===== config.mk =====
export PLATFORM = sky130hd
export DESIGN_NAME = decode_mc
export DESIGN_NICKNAME = d
export VERILOG_FILES = /design/src/rtl/decode_mc.sv
export SDC_FILE = /design/constraint.sdc
export NUM_CORES = 1
export LEC_CHECK = 0
export CAP_MARGIN = 20
export CORE_MARGIN = 10
export CORE_UTILIZATION = 34
export CTS_BUF_LIST = sky130_fd_sc_hd__clkbuf_16
export DETAILED_ROUTE_END_ITERATION = 10
export HOLD_SLACK_MARGIN = 0.1
export PLACE_DENSITY = 0.7
export SLEW_MARGIN = 20
export SYNTH_ARGS = -nofsm -noshare
export SYNTH_HDL_FRONTEND = slang
export SYNTH_SLANG_ARGS = --single-unit

===== constraint.sdc =====
create_clock -name clk -period 2.3 [get_ports clk]
set_clock_uncertainty 0.15 [all_clocks]
set_input_delay 0.46 -clock clk [delete_from_list [all_inputs] [get_ports clk]]
set_output_delay 0.46 -clock clk [all_outputs]
set_load 0.1 [all_outputs]

===== src/rtl/decode_mc.sv =====
// Multi-cycle core control decoder: main FSM, ALU/FPU decode, PC logic and a
// start/done handshake with watchdog for variable-latency multiply/FPU units.
module decode_mc #(
  parameter int unsigned MAX_WAIT = 16,
  parameter int unsigned CNT_W    = 5,
  parameter bit          MUL_MC   = 1'b1,
  parameter bit          FPU_MC   = 1'b1
) (
  input  logic       clk,
  input  logic       reset,
  input  logic [1:0] Op,
  input  logic [5:0] Funct,
  input  logic [3:0] Rd,
  input  logic [3:0] MulOp,
  input  logic       ExDone,
  output logic       IRWrite,
  output logic       NextPC,
  output logic       RegW,
  output logic       MemW,
  output logic       AdrSrc,
  output logic       PCS,
  output logic [1:0] ResultSrc,
  output logic [1:0] ALUSrcA,
  output logic [1:0] ALUSrcB,
  output logic [1:0] ImmSrc,
  output logic [1:0] RegSrc,
  output logic [2:0] ALUControl,
  output logic [1:0] FPUControl,
  output logic       ResSrc,
  output logic [1:0] FlagW,
  output logic [1:0] FPUFlagW,
  output logic       MulWrite,
  output logic       ExStart,
  output logic       ExSel,
  output logic       Fault
);

  localparam logic [3:0] FETCH   = 4'd0;
  localparam logic [3:0] DECODE  = 4'd1;
  localparam logic [3:0] MEMADR  = 4'd2;
  localparam logic [3:0] MEMRD   = 4'd3;
  localparam logic [3:0] MEMWB   = 4'd4;
  localparam logic [3:0] MEMWR   = 4'd5;
  localparam logic [3:0] EXR     = 4'd6;
  localparam logic [3:0] EXI     = 4'd7;
  localparam logic [3:0] EXSTART = 4'd8;
  localparam logic [3:0] EXWAIT  = 4'd9;
  localparam logic [3:0] ALUWB   = 4'd10;
  localparam logic [3:0] BRANCH  = 4'd11;
  localparam logic [3:0] HALT    = 4'd12;

  logic [3:0]       state, state_nx;
  logic [CNT_W-1:0] cnt, cnt_nx;
  logic             fault_q, fault_nx;
  logic             is_mul, long_op, wd_hit;
  logic             alu_op, branch, flag_en;
  logic [2:0]       alu_dec;

  assign is_mul  = (Op == 2'b00) && (MulOp == 4'b1001);
  assign long_op = ((Op == 2'b11) && FPU_MC) || (is_mul && MUL_MC);
  assign wd_hit  = (cnt == CNT_W'(MAX_WAIT - 1));
  assign Fault   = fault_q;

  // State, watchdog counter and sticky fault
  always_ff @(posedge clk) begin
    if (reset) begin
      state   <= FETCH;
      cnt     <= '0;
      fault_q <= 1'b0;
    end else begin
      state   <= state_nx;
      cnt     <= cnt_nx;
      fault_q <= fault_nx;
    end
  end

  // ALU operation decode; multiply family and unknown commands handled here
  always_comb begin
    alu_dec = 3'b000;
    if (is_mul) begin
      case (Funct[4:1])
        4'b0000: alu_dec = 3'b100;
        4'b0100: alu_dec = 3'b101;
        4'b0110: alu_dec = 3'b110;
        default: alu_dec = 3'b000;
      endcase
    end else if (Op == 2'b00) begin
      case (Funct[4:1])
        4'b0100: alu_dec = 3'b000;
        4'b0010: alu_dec = 3'b001;
        4'b0000: alu_dec = 3'b010;
        4'b1100: alu_dec = 3'b011;
        default: alu_dec = 3'b000;
      endcase
    end
  end

  // Next state and outputs; everything is forced low while reset is held
  always_comb begin
    state_nx   = state;
    cnt_nx     = cnt;
    fault_nx   = fault_q;
    IRWrite    = 1'b0;
    NextPC     = 1'b0;
    RegW       = 1'b0;
    MemW       = 1'b0;
    AdrSrc     = 1'b0;
    PCS        = 1'b0;
    ResultSrc  = 2'b00;
    ALUSrcA    = 2'b00;
    ALUSrcB    = 2'b00;
    ImmSrc     = 2'b00;
    RegSrc     = 2'b00;
    ALUControl = 3'b000;
    FPUControl = 2'b00;
    ResSrc     = 1'b0;
    FlagW      = 2'b00;
    FPUFlagW   = 2'b00;
    MulWrite   = 1'b0;
    ExStart    = 1'b0;
    ExSel      = 1'b0;
    alu_op     = 1'b0;
    branch     = 1'b0;
    flag_en    = 1'b0;
    if (!reset) begin
      case (state)
        FETCH: begin
          IRWrite   = 1'b1;
          NextPC    = 1'b1;
          ALUSrcA   = 2'b01;
          ALUSrcB   = 2'b10;
          ResultSrc = 2'b10;
          state_nx  = DECODE;
        end
        DECODE: begin
          ALUSrcA   = 2'b01;
          ALUSrcB   = 2'b10;
          ResultSrc = 2'b10;
          if (Op == 2'b01)      state_nx = MEMADR;
          else if (Op == 2'b10) state_nx = BRANCH;
          else if (long_op)     state_nx = EXSTART;
          else if (Funct[5])    state_nx = EXI;
          else                  state_nx = EXR;
        end
        MEMADR: begin
          ALUSrcB  = 2'b01;
          state_nx = Funct[0] ? MEMRD : MEMWR;
        end
        MEMRD: begin
          AdrSrc   = 1'b1;
          state_nx = MEMWB;
        end
        MEMWB: begin
          RegW      = 1'b1;
          ResultSrc = 2'b01;
          state_nx  = FETCH;
        end
        MEMWR: begin
          AdrSrc   = 1'b1;
          MemW     = 1'b1;
          state_nx = FETCH;
        end
        EXR: begin
          alu_op   = 1'b1;
          flag_en  = 1'b1;
          state_nx = ALUWB;
        end
        EXI: begin
          ALUSrcB  = 2'b01;
          alu_op   = 1'b1;
          flag_en  = 1'b1;
          state_nx = ALUWB;
        end
        EXSTART: begin
          ExStart  = 1'b1;
          ExSel    = Op[1];
          cnt_nx   = '0;
          state_nx = EXWAIT;
        end
        EXWAIT: begin
          ExSel  = Op[1];
          alu_op = 1'b1;
          cnt_nx = cnt + CNT_W'(1);
          // A done on the last allowed cycle still completes normally
          if (ExDone) begin
            flag_en  = 1'b1;
            state_nx = ALUWB;
          end else if (wd_hit) begin
            fault_nx = 1'b1;
            state_nx = HALT;
          end
        end
        ALUWB: begin
          RegW     = 1'b1;
          MulWrite = is_mul && ((Funct[3:1] == 3'b100) || (Funct[3:1] == 3'b110));
          state_nx = FETCH;
        end
        BRANCH: begin
          ALUSrcA   = 2'b10;
          ALUSrcB   = 2'b01;
          ResultSrc = 2'b10;
          branch    = 1'b1;
          state_nx  = FETCH;
        end
        HALT:    state_nx = HALT;
        default: state_nx = FETCH;
      endcase
      if (alu_op) ALUControl = alu_dec;
      if (flag_en && (Op == 2'b00))
        FlagW = {Funct[0], Funct[0] & ((alu_dec == 3'b000) || (alu_dec == 3'b001))};
      if (flag_en && (Op == 2'b11))
        FPUFlagW = {Funct[0], 1'b0};
      ImmSrc     = Op;
      RegSrc     = {Op == 2'b01, Op == 2'b10};
      FPUControl = (Op == 2'b11) ? Funct[2:1] : 2'b00;
      ResSrc     = (Op == 2'b11);
      PCS        = ((Rd == 4'd15) & RegW) | branch;
    end
  end

endmodule


==> results.md <==
| Item | Reported | Unit |
|:---|:---|:---|
| Via count of the first global-routing pass | 1514 | - |
| Synthesized area | 975.9 | sq um |
| Initial core utilization | 35.39 | % |
| Internal power contribution | 0.0008006 | W |
| Power per cell area | 596.2 | nW/um^2 |
| Part of the total power dissipated in the clock network | 20.4 | % |
| Crit path largest cell delay | 0.37 | ns |
| Sink Count | 10 | - |
| Buffers added on ports | 47 | - |
| Async set or reset register ratio after synthesis | 0 | % |
| Overall die height | 73.58 | um |
| Hold path depth | 2 | - |
| Most frequent standard cell in the layout excluding fill and tap cells | sky130_fd_sc_hd__buf_4 | - |
| Area Overhead vs Synth | 156.9 | % |
| Weighted congestion at the end of routability-driven global placement | 0.9102 | - |
| Initial antenna violation count | 0 | - |
| R2R Path End | state[0] | - |
| Cell type group with the largest total delay on the critical path | compound AO/OA/AOI/OAI gates | - |
| Critical path endpoint category | output port | - |
| Die Span X | 73.58 | um |
| TritonCTS buffer count | 3 | - |
| Mapped Cells | 148 | - |
| Per-cell via count in the routed design | 5.946 | - |
| Violations in the final reports | negative setup slack | - |
| Result of the run | finished with violations | - |
| Clock period minus final worst setup slack | 2.381 | ns |
| Req. time, crit path | 1.69 | ns |
| Design Area, Final | 2507 | sq um |
| Met2 wire len | 3019 | um |
| Amount of wire on met3 after detailed routing | 448 | um |
| Total routed wirelength | 5653 | um |
| Net Sw Power | 0.0006942 | W |
| Leak | 1.031 | nW |
| Number of enable flip-flop cells after synthesis | 0 | - |
| TritonCTS clock tree | done | - |
| Post-detailed-route DRC marker count | 0 | - |
| Number of unique standard cell types used by synthesis | 44 | - |
| Sequential fraction of the synthesis area | 20.51 | % |
| Total overflow reported by the global router | 0 | - |
| Pin count of the biggest net entering global routing | 19 | - |
| CTS clock-pin slew for the worst setup and hold paths | 0.04 | ns |
| Avg Cell Area, Syn | 6.594 | sq um |
| Count of nets after finishing | 253 | - |
| Total track usage | 17.49 | % |
| Residual antenna-violating net count after detailed routing | 0 | - |
| Site Rows | 19 | - |
| Highest metal used | met4 | - |
| Number of pins exceeding their max-slew limit in the final report | 0 | - |
| Number of cells on the worst reg-to-reg path | 7 | - |
| Top-Level Pins | 49 | - |
| Synthesis warning total | 0 | - |
| Vias after detailed routing | 1552 | - |
| Largest vdd supply drop | 774.8 | uV |
| Total Die Area | 5413 | sq um |
| Net count of the mapped netlist | 169 | - |
| Finished Layout Cells | 261 | - |
| Total routed wire length on the met1 layer | 1815 | um |
| Final hold violation count | 0 | - |
| Worst setup path start | Funct[3] | - |
| Final Core Density | 90.93 | % |
| Type of the setup path with the least slack | input port to output port | - |
| Avg WL per Cell | 21.66 | um |
| Hold WC Path Type | register to register | - |
| List of cells traversed by the critical path | dlygate4sd2_1, and2_4, a21oi_4, o22ai_2, a2111oi_4, buf_12 | - |
| Area of the placeable core | 2758 | sq um |
| Max_cap viols | 0 | - |
| Clk Tree Root Cell | sky130_fd_sc_hd__clkbuf_16 | - |
| Most frequently used flop master after synthesis | sky130_fd_sc_hd__dfxtp_1 | - |
| Inserted Diodes | 0 | - |
| Setup slack after layout | -0.08086 | ns |
| Clock latency reported for the late side of the worst-skew pair | 0.24 | ns |
| First-pass iteration count of the detailed router | 4 | - |
| Crit path launch type | input port | - |
| Cell type of the slowest stage on the worst timing path | sky130_fd_sc_hd__a2111oi_4 | - |
| Layout cell share with drive strength beyond 1 | 60.00 | % |
| RSZ-0062 raised after global routing | yes | - |
| Post-DP Area | 2196 | sq um |
| Worst EP arrival | 1.77 | ns |
| Violation count after the first detailed-routing iteration | 130 | - |
| Achievable Freq | 0.4200 | GHz |
| Seq cells post-synth | 10 | - |
| Share of power burned in combinational logic | 64.8 | % |
| WP buf/inv | 2 | - |
| Beginning of the worst register-to-register path | cnt[0] | - |
| Flop-to-flop setup slack | 0.40 | ns |
| Half-perimeter wire length after placement | 3545 | um |
| Largest fanout on the critical path | 4 | - |
| Sw Ratio | 46.44 | % |
| Total of endpoints with negative setup slack in the final report | 4 | - |
| CTS max path bufs | 2 | - |
| Max H-tree Level | 1 | - |
| Sequential cell fraction of total power | 14.7 | % |
| Filler instances | 105 | - |
| Destination of the worst hold path | cnt[3] | - |
| Commonest cells after routing, fill and taps aside | 36 x sky130_fd_sc_hd__buf_4, 28 x sky130_fd_sc_hd__buf_12, 18 x sky130_fd_sc_hd__nor2_1, 11 x sky130_fd_sc_hd__buf_6, 8 x sky130_fd_sc_hd__a21oi_1 | - |
| Post-route clock period utilization | 103.5 | % |
| Startpoint of the tightest hold check path | cnt[3] | - |
| Placed instance count | 247 | - |
| Cell count along the critical path | 6 | - |
| First-pass GRT wire length | 7590 | um |
| Overall power consumption | 0.001495 | W |
## Yosys cell counts, types with 2 or more instances
master / count / share of area (%)
sky130_fd_sc_hd__dfxtp_1: 10 / 21
sky130_fd_sc_hd__inv_1: 12 / 4.6
sky130_fd_sc_hd__nor3_1: 8 / 4.1
sky130_fd_sc_hd__nand4bb_1: 2 / 2.3
sky130_fd_sc_hd__o22a_1: 2 / 1.8
sky130_fd_sc_hd__clkbuf_1: 7 / 2.7
sky130_fd_sc_hd__nand3b_1: 2 / 1.5
sky130_fd_sc_hd__buf_4: 3 / 2.3
sky130_fd_sc_hd__a31oi_1: 3 / 1.9
sky130_fd_sc_hd__ha_1: 2 / 2.6
sky130_fd_sc_hd__o21ai_0: 6 / 3.1
sky130_fd_sc_hd__o21ai_1: 2 / 1.0
sky130_fd_sc_hd__or4_1: 3 / 2.3
sky130_fd_sc_hd__nor2_1: 26 / 10
sky130_fd_sc_hd__a2111oi_0: 2 / 1.8
sky130_fd_sc_hd__nor2b_1: 8 / 5.1
sky130_fd_sc_hd__nand2_1: 10 / 3.8
sky130_fd_sc_hd__a21oi_1: 9 / 4.6
sky130_fd_sc_hd__nand2b_1: 5 / 3.2
sky130_fd_sc_hd__or3_1: 2 / 1.3
## power by group through the flow
stage / clock network [W] / registers (W) / logic [W]
after floorplan: 0 / 0.000211 / 0.000573
final: 0.000305 / 0.000220 / 0.000969
after global placement: 0 / 0.000212 / 0.000824
after CTS: 0.000302 / 0.000218 / 0.000876
after detailed placement: 0 / 0.000215 / 0.000839
after global routing: 0.000319 / 0.000222 / 0.00101
## metrics by stage
stage	setup TNS (ns)	setup slack (ns)	hold WS [ns]
floorplan	-2.541	-0.5991	0.2853
global placement	-4.076	-0.4312	0.2992
detailed placement	-4.702	-0.4760	0.3061
CTS	-0.5105	-0.1706	0.3168
global route	-0.4673	-0.1189	0.3899
finish	-0.2212	-0.08086	0.3897
## what timing repair did
item                       CTS  global route
setup buffers                4             7
setup endpoints to repair   22            16
resized for setup           52            22
hold buffers                 0             0
pin swaps                   13             8
cloned                       0             0
## registers in the layout, summed over array words and instances (netlist names)
| name | count |
|---|---|
| Fault | 1 |
| cnt | 5 |
| state | 4 |
## logic make-up (layout without fill, tap and decap cells)
kind of cell	after synthesis	count (layout)	synth area share, %
AOI/OAI and AO/OA	36	36	25.51
adders and majority gates	2	2	2.564
DFF	10	10	20.51
other	1	1	0.3842
and+or+nand+nor	75	75	40.00
buffers and inverters	23	105	10.13
xor gates and xnor gates	1	1	0.8976
## area by class of cell
| class | instances | area, sq um | share of cell area (%) |
|---|---|---|---|
| Sequential cell | 10 | 212.7 | 8.483 |
| Inverter | 12 | 60.06 | 2.395 |
| Multi-Input combinational cell | 115 | 1030 | 41.07 |
| Timing Repair Buffer | 90 | 1091 | 43.51 |
| Clock buffer | 3 | 75.07 | 2.994 |
| Tap cell | 31 | 38.79 | 1.547 |
## routing by layer
layer,GRT usage [%],vias up
met3,5.249,34
met1,16.51,736
met4,7.660,0
met5,0,-
li1,-,683
met2,33.43,99
## how the worst max path moves through the flow
stage | end | slack, ns
2_1_floorplan | FlagW[0] | -0.60
3_3_place_gp | ALUControl[2] | -0.43
3_5_place_dp | ALUControl[2] | -0.48
4_1_cts | FlagW[0] | -0.17
5_1_grt | FlagW[0] | -0.12
6_report | FlagW[0] | -0.08
## worst min-delay path, cell delays in order (launching register included)
cell and delay (ns):
sky130_fd_sc_hd__dfxtp_1 0.33, sky130_fd_sc_hd__nand2_1 0.09, sky130_fd_sc_hd__a21oi_1 0.06
(Power assumes the default switching activity.)
